==> config.mk <==
export PLATFORM = sky130hd
export DESIGN_NAME = display_scheduler
export DESIGN_NICKNAME = d
export VERILOG_FILES = /design/src/rtl/display_pkg.sv /design/src/rtl/rr_arbiter2.sv /design/src/rtl/display_scheduler.sv
export SDC_FILE = /design/constraint.sdc
export NUM_CORES = 1
export LEC_CHECK = 0
export ABC_AREA = 1
export ABC_CLOCK_PERIOD_IN_PS = 1850
export CELL_PAD_IN_SITES_DETAIL_PLACEMENT = 1
export CELL_PAD_IN_SITES_GLOBAL_PLACEMENT = 1
export CORE_ASPECT_RATIO = 1.1
export CORE_MARGIN = 2
export CORE_UTILIZATION = 42
export CTS_CLUSTER_DIAMETER = 60
export DETAILED_ROUTE_END_ITERATION = 10
export GPL_ROUTABILITY_DRIVEN = 0
export PLACE_DENSITY_LB_ADDON = 0.1
export SETUP_SLACK_MARGIN = 0.4
export SLEW_MARGIN = 10
export SYNTH_ARGS = -nofsm -noshare
export SYNTH_HDL_FRONTEND = slang
export SYNTH_SLANG_ARGS = --single-unit
==> constraint.sdc <==
create_clock -name clk -period 1.85 [get_ports clk]
set_input_delay 0.555 -clock clk [delete_from_list [all_inputs] [get_ports clk]]
set_output_delay 0.555 -clock clk [all_outputs]
set_load 0.01 [all_outputs]
==> src/rtl/display_pkg.sv <==
// Shared constants and types for the multiplexed 7-segment display scheduler.
package display_pkg;

   localparam logic [7:0] SEG_BLANK = 8'hFF;
   localparam logic [3:0] AN_OFF    = 4'hF;

   typedef logic [1:0] digit_idx_t;

   // Active-low one-hot anode pattern for a digit index.
   function automatic logic [3:0] an_select(input digit_idx_t idx);
      return ~(4'b0001 << idx);
   endfunction

endpackage

==> src/rtl/rr_arbiter2.sv <==
// Two-way round-robin arbiter; combinational grant, pointer remembers last winner.
module rr_arbiter2 (
   input  logic       clk,
   input  logic       reset_n,
   input  logic [1:0] req,
   output logic [1:0] gnt
);

   // ptr_q = 1 means requester 1 (B) was granted last, so requester 0 wins a tie.
   logic ptr_q, ptr_d;

   always_comb begin
      gnt = 2'b00;
      if (reset_n) begin
         unique case (req)
            2'b01:   gnt = 2'b01;
            2'b10:   gnt = 2'b10;
            2'b11:   gnt = ptr_q ? 2'b01 : 2'b10;
            default: gnt = 2'b00;
         endcase
      end
   end

   always_comb begin
      ptr_d = ptr_q;
      if (gnt[1]) begin
         ptr_d = 1'b1;
      end else if (gnt[0]) begin
         ptr_d = 1'b0;
      end
   end

   always_ff @(posedge clk or negedge reset_n) begin
      if (!reset_n) begin
         ptr_q <= 1'b1;
      end else begin
         ptr_q <= ptr_d;
      end
   end

endmodule

==> src/rtl/display_scheduler.sv <==
// Four-digit multiplexed 7-segment scheduler with a two-writer frame buffer,
// PWM brightness and per-digit blinking.
module display_scheduler
   import display_pkg::*;
#(
   parameter int unsigned CLK_DIV     = 50000,
   parameter int unsigned BLINK_TICKS = 250
) (
   input  logic       clk,
   input  logic       reset_n,
   input  logic       req_a,
   input  logic [1:0] wdig_a,
   input  logic [7:0] wdata_a,
   output logic       gnt_a,
   input  logic       req_b,
   input  logic [1:0] wdig_b,
   input  logic [7:0] wdata_b,
   output logic       gnt_b,
   input  logic [3:0] blink_en,
   input  logic [1:0] bright,
   output logic [7:0] seg,
   output logic [3:0] an,
   output logic       frame_start
);

   localparam int unsigned CntW   = $clog2(CLK_DIV);
   localparam int unsigned BlinkW = $clog2(BLINK_TICKS + 1);
   localparam int unsigned Quarter = CLK_DIV / 4;

   logic [CntW-1:0]   cnt_q, cnt_d;
   digit_idx_t        idx_q, idx_d;
   logic [BlinkW-1:0] blink_cnt_q, blink_cnt_d;
   logic              blink_phase_q, blink_phase_d;
   logic [7:0]        buf_q [4];
   logic [7:0]        buf_d [4];
   logic [7:0]        seg_q, seg_d;
   logic [3:0]        an_q, an_d;
   logic              frame_start_q, frame_start_d;
   logic [1:0]        gnt;
   logic              slot_tick;
   logic              an_on;

   rr_arbiter2 u_arb (
      .clk     (clk),
      .reset_n (reset_n),
      .req     ({req_b, req_a}),
      .gnt     (gnt)
   );

   assign gnt_a = gnt[0];
   assign gnt_b = gnt[1];

   assign slot_tick = (cnt_q == CntW'(CLK_DIV - 1));
   assign an_on     = (32'(cnt_q) < ((32'(bright) + 32'd1) * Quarter));

   always_comb begin
      cnt_d         = slot_tick ? '0 : cnt_q + 1'b1;
      idx_d         = slot_tick ? idx_q + 2'd1 : idx_q;
      blink_cnt_d   = blink_cnt_q;
      blink_phase_d = blink_phase_q;
      // Count each frame as it completes, so the phase flips exactly on a frame boundary.
      if (slot_tick && idx_q == 2'd3) begin
         if (blink_cnt_q == BlinkW'(BLINK_TICKS - 1)) begin
            blink_cnt_d   = '0;
            blink_phase_d = ~blink_phase_q;
         end else begin
            blink_cnt_d = blink_cnt_q + 1'b1;
         end
      end
   end

   always_comb begin
      buf_d = buf_q;
      if (gnt_a) buf_d[wdig_a] = wdata_a;
      if (gnt_b) buf_d[wdig_b] = wdata_b;
   end

   always_comb begin
      frame_start_d = (cnt_q == '0) && (idx_q == 2'd0);
      an_d          = an_on ? an_select(idx_q) : AN_OFF;
      seg_d         = buf_q[idx_q];
      if (!an_on || (blink_phase_q && blink_en[idx_q])) begin
         seg_d = SEG_BLANK;
      end
   end

   always_ff @(posedge clk or negedge reset_n) begin
      if (!reset_n) begin
         cnt_q         <= '0;
         idx_q         <= 2'd0;
         blink_cnt_q   <= '0;
         blink_phase_q <= 1'b0;
         seg_q         <= SEG_BLANK;
         an_q          <= AN_OFF;
         frame_start_q <= 1'b0;
         for (int i = 0; i < 4; i++) buf_q[i] <= SEG_BLANK;
      end else begin
         cnt_q         <= cnt_d;
         idx_q         <= idx_d;
         blink_cnt_q   <= blink_cnt_d;
         blink_phase_q <= blink_phase_d;
         seg_q         <= seg_d;
         an_q          <= an_d;
         frame_start_q <= frame_start_d;
         for (int i = 0; i < 4; i++) buf_q[i] <= buf_d[i];
      end
   end

   assign seg         = seg_q;
   assign an          = an_q;
   assign frame_start = frame_start_q;

endmodule

Word-level counts from Yosys, hierarchy flattened:

Index checks and enable logic that the tools add are counted.

* add/sub/neg operators: 4
* multiply operators: 1
* order comparisons: 7
* eq/ne operators: 6
* shifts and indexed selects: 1
* multiplexer cells: 22
* bitwise operators: 5
* reductions and logical operators: 11

Operator list (count)
* bitwise mux 32 bit: 2
* two-way mux 32 bit: 2
* two-way mux 8 bit: 6
* demux 8 bit (select 2 bit): 2
* less-than comparator 16 x 17 -> 1 bit: 1
* adder 16 x 1 -> 16 bit (second input constant): 1
* binary-select mux 8 bit (select 2 bit): 1
* equality test 16 bit (second input constant): 1
* zero test 16 bit: 1
* two-way mux 16 bit: 1
* multiplier 3 x 12 -> 15 bit (second input constant): 1
* >= comparator 3 bit (second input constant): 3
* inverter 2 -> 3 bit: 3
* adder 8 x 1 -> 8 bit (second input constant): 1
* equality test 8 bit (second input constant): 1
* equality test 2 bit (second input constant): 3
* less-than comparator 3 x 1 -> 1 bit (second input constant): 2
* case mux 2 bit (3 select lines): 1
* logical AND 1 bit: 5
* two-way mux 2 bit: 2
* two-way mux 4 bit: 1
* inverter 4 bit: 1
* << shifter 1 x 2 -> 4 bit (first input constant): 1
* adder 2 x 1 -> 3 bit (second input constant): 1
* 11 further kinds: 13

* register bits: 73
* input bits: 30
* output and inout bits: 15
* logic and storage cells: 69

Logic depth before layout (Yosys ltp):

* depth after elaboration: 9
* gate-level depth with buffers: 14
* mapped depth without buffers: 13

By module:

A second synthesis with hierarchy kept.

* cells, all modules: 575
* area, all modules: 4483.0 µm²

Modules (own cells, without submodules)
* display_scheduler: times used 1, cells an instance 563, area an instance 4410.5 µm², sequential area each 1856.8 µm²
* rr_arbiter2: times used 1, cells an instance 12, area an instance 72.6 µm², sequential area each 26.3 µm²

Worst setup path before layout:

Ideal clock, no wire load.

* path type: input-to-reg
* start point: input port bright[0]
* end point: register seg_q[1] (netlist: seg[1])
* setup time: 0.100 ns
* data arrival time: 2.335 ns
* data required time: 1.750 ns
* setup slack: -0.585 ns
* stages: 12
* path buffers: 1
* path through: inv_1 ha_1 inv_1 o211ai_1 xnor2_1 ha_1 a21o_1 nor2_1 nand2_1 nand2_1 clkbuf_1 nand4_1

* word-level cells in the longest chain between the ends: 6

Ends and longest elaborated chain
* start: declaration: line display_scheduler.sv:20 `input logic [1:0] bright,`
* adder 2 x 1 -> 3 bit: line display_scheduler.sv:54 `assign an_on = (32'(cnt_q) < ((32'(bright) + 32'd1) * Quarter));`
* multiplier 3 x 12 -> 15 bit: line display_scheduler.sv:54
* less-than comparator 16 x 17 -> 1 bit: line display_scheduler.sv:54
* zero test 1 bit: line display_scheduler.sv:82 `if (!an_on || (blink_phase_q && blink_en[idx_q])) begin`
* logical OR 1 bit: line display_scheduler.sv:82
* two-way mux 8 bit: line display_scheduler.sv:82
* named net seg_d[1]: line display_scheduler.sv:36 `logic [7:0] seg_q, seg_d;`
* end signal: assignment: line display_scheduler.sv:102 `seg_q <= seg_d;`
* end: declaration: line display_scheduler.sv:36

The timed path passes the listed nets, and every way through them passes these cells.
A chain may end at the register's enable or synchronous reset.

Worst setup path after layout:

* start point: input port bright[0]
* end point: register seg_q[4] (netlist: seg[4])

Same word-level chain as after synthesis.

==> key figures <==
Placement
  – Setup Slack @ Placement: -1.21 ns
  – Port Buf Inserts: between 40 and 50
  – DP Area: between 5000 and 6000 um2
  – Half-perimeter wire length after placement: about 12000 um

Setup path
  – CP required: roughly 2.1 ns
  – Crit-path leading delay family: adder cells
  – Crit path max fanout: 12
  – Crit start category: input port
  – Cells along the critical path: buf_8, inv_4, ha_4, inv_4, o211ai_1, buf_4, xnor2_2, ha_1, a21o_1, nor2_1, nand2_1, nand2_2, buf_12, nand4_1
  – CP endpoint kind: register
  – CP Data Arrival Time: 2.51 ns
  – Most used cell, CP: inv_4
  – Crit-path slowest cell: ha_1
  – WP buf/inv: 5
  – CP peak stage delay: about 0.34 ns
  – WS Path Type: input port to register

Synth
  – Async S/R FF share, synth: 1.00
  – Number of synthesized register bits: 73
  – EDFF count, synth: 0
  – Avg Cell Area, Syn: between 6 and 7 um2
  – Synth Warn #: 0
  – Netlist cell types: 34
  – Mapped Area: around 5000 um2
  – Syn nets: roughly 790
  – Sequential share of the synthesized area: 0.375
  – Top_reg_cell synth: dfstp_2
  – Cells after Synth: 729

Detailed routing
  – DR DRC count: 0
  – Vias: between 5000 and 6000
  – Detailed Route WL: 20200 um
  – Vias per cell: approximately 5.5
  – Remaining antenna violation count after routing: 0
  – DRT iter0 DRCs: 287
  – Routed wire per std cell: 20.4 um
  – DRT Pass-1 Iters: 4

Clock tree
  – Root buffer cell: clkbuf_16
  – Clk_lat worst skew: roughly 0.36 ns
  – H-tree levels: 3
  – CTS tree: yes
  – Total CTS buffers: 9
  – Clock Sinks: between 70 and 80
  – Deepest clock path buffer count: 2
  – CTS clk-pin slew, worst paths: 0.06 ns

Die
  – Die area: about 13000 um2
  – DIE HEIGHT: 119 um
  – Core area: roughly 12000 um2
  – Starting Density: 0.435
  – FP Rows: 41
  – Boundary pin count: 45
  – Die X: between 100 and 150 um

Global route
  – Vias in the first global route: roughly 5600
  – GRT Resource Usage Total: 0.277
  – Largest net degree at the start of global routing: 74
  – Grt ovf: 0
  – First-pass GRT wire length: between 20000 and 30000 um
  – Number of antenna violations at the first check in global routing: 0

Outcome
  – Status: finished with violations
  – Violated checks: setup timing

STA
  – Fin. Hold Viols: 0
  – F_max: between 0.4 and 0.5 GHz
  – Worst-case hold slack: between 0.5 and 0.6 ns
  – RSZ-0062 raised after global routing: yes
  – Worst Slack Setup Final: -0.398 ns
  – Part of the cycle the worst path needs: 1.22
  – Max-slew violation count: 0
  – Final Critical Period: ~2.2 ns
  – Final setup vio count: 14
  – Worst setup skew after layout: 0.00888 ns
  – Slew HR: 0.342
  – Worst Tran Pin Value: roughly 0.99 ns

Final layout
  – Final nets: around 890
  – Inserted Diodes: 0
  – Share of cells above drive strength 1: 0.383
  – Fillers: between 1000 and 1500
  – Layout area overhead: 45.4%
  – Commonest non-fill, non-tap cell in the layout: nand2_1
  – End-of-flow core utilization: 0.632
  – Most frequent cells in the layout: nand2_1, inv_1, nand2_2
  – Fin area: about 7300 um2

Power and ir drop
  – Pwr Total: between 5 and 6 mW
  – Lkg Pwr: between 3 and 4 nW
  – Maximum vdd ir drop: just under 0.8 mV
  – PwrDens: 813 nW/um2

Hold path
  – Hold Path Class: input port to async pin

Job
  – # Max-Cap Violations: 0
-- worst paths after layout --
check,end,startpoint,cells past startpoint,slack (ns)
max,seg[4],bright[0],14,-0.40
min,cnt_q[7],reset_n,2,0.54
max reg2reg,cnt_q[12],cnt_q[6],7,0.16
min reg2reg,blink_cnt_q[7],blink_cnt_q[7],2,0.55
max in group asynchronous,cnt_q[12],reset_n,2,0.63
min in group clk,blink_cnt_q[7],blink_cnt_q[7],2,0.55
-- kinds of logic after synthesis --
logic type / after synthesis / share of synthesized area
simple gates: 417 / 0.355
buf+inv: 128 / 0.104
compound gates: 73 / 0.0791
flops: 73 / 0.375
fa+ha+maj: 27 / 0.0673
xor+xnor: 11 / 0.0192
-- cells in the mapped netlist (3+ instances only) --
library cell	count	area share
nor3_1	3	0.0030
a21oi_1	6	0.0060
nand2_2	3	0.0037
inv_2	7	0.0052
nor2_2	3	0.0037
o21bai_1	3	0.0045
buf_4	5	0.0075
o21ai_0	46	0.046
clkbuf_1	5	0.0037
nand2_1	286	0.21
ha_1	27	0.067
dfstp_2	45	0.24
nand4_1	14	0.017
nor2_1	38	0.028
inv_1	99	0.074
dfrtp_1	28	0.14
o21ai_1	10	0.010
nand3_1	59	0.059
buf_2	8	0.0080
nor3_4	4	0.013
xor2_1	10	0.017
o21ai_2	4	0.0070
-- power breakdown --
group          switching [mW]  leakage (nW)  internal (mW)  total [mW]
registers               0.255         0.840           2.06        2.31
clock network           0.772         0.159           1.22        2.00
logic                   0.891          2.77          0.736        1.63
-- repair_timing --
| item | CTS | global route |
|---|---|---|
| gates resized for setup | 168 | 168 |
| gates cloned | 1 | 5 |
| endpoints found under the setup margin | 80 | 82 |
| endpoints found under the hold margin | 0 | 0 |
| setup buffers | 9 | 11 |
| hold buffers | 0 | 0 |
| pin swaps | 31 | 37 |
-- cell type report --
type | count | area [um2] | share of cell area
multi-input cells | 528 | 3240 | 0.444
flip-flops and latches | 73 | 1890 | 0.259
repair buffers | 116 | 1210 | 0.166
inverters | 108 | 442 | 0.0606
clock buffers | 10 | 239 | 0.0328
well taps | 150 | 188 | 0.0257
clock inverters | 6 | 90.1 | 0.0124
-- stage by stage --
| step | cells | setup TNS [ns] |
|---|---|---|
| after floorplan | 729 | -5.44 |
| after global placement | 949 | -20.02 |
| after detailed placement | 949 | -23.32 |
| after CTS | 975 | -3.88 |
| after global routing | 991 | -5.92 |
| final | 991 | -4.61 |
-- metal layers --
metal,vias to the layer above,track usage,wire length [um],share of wire
met5,-,0,0,0
met4,0,0.120,766,0.038
met3,58,0.0359,636,0.031
met2,140,0.513,11100,0.55
met1,2731,0.311,7720,0.38
li1,2498,-,-,-
-- flip-flops by register name, indices dropped and copies added, names as in the netlist, 2 cells and up --
| name | count |
|---|---|
| an | 4 |
| blink_cnt_q | 8 |
| buf_q | 32 |
| cnt_q | 16 |
| idx_q | 2 |
| seg | 8 |
Power figures use the tool's default switching activity.
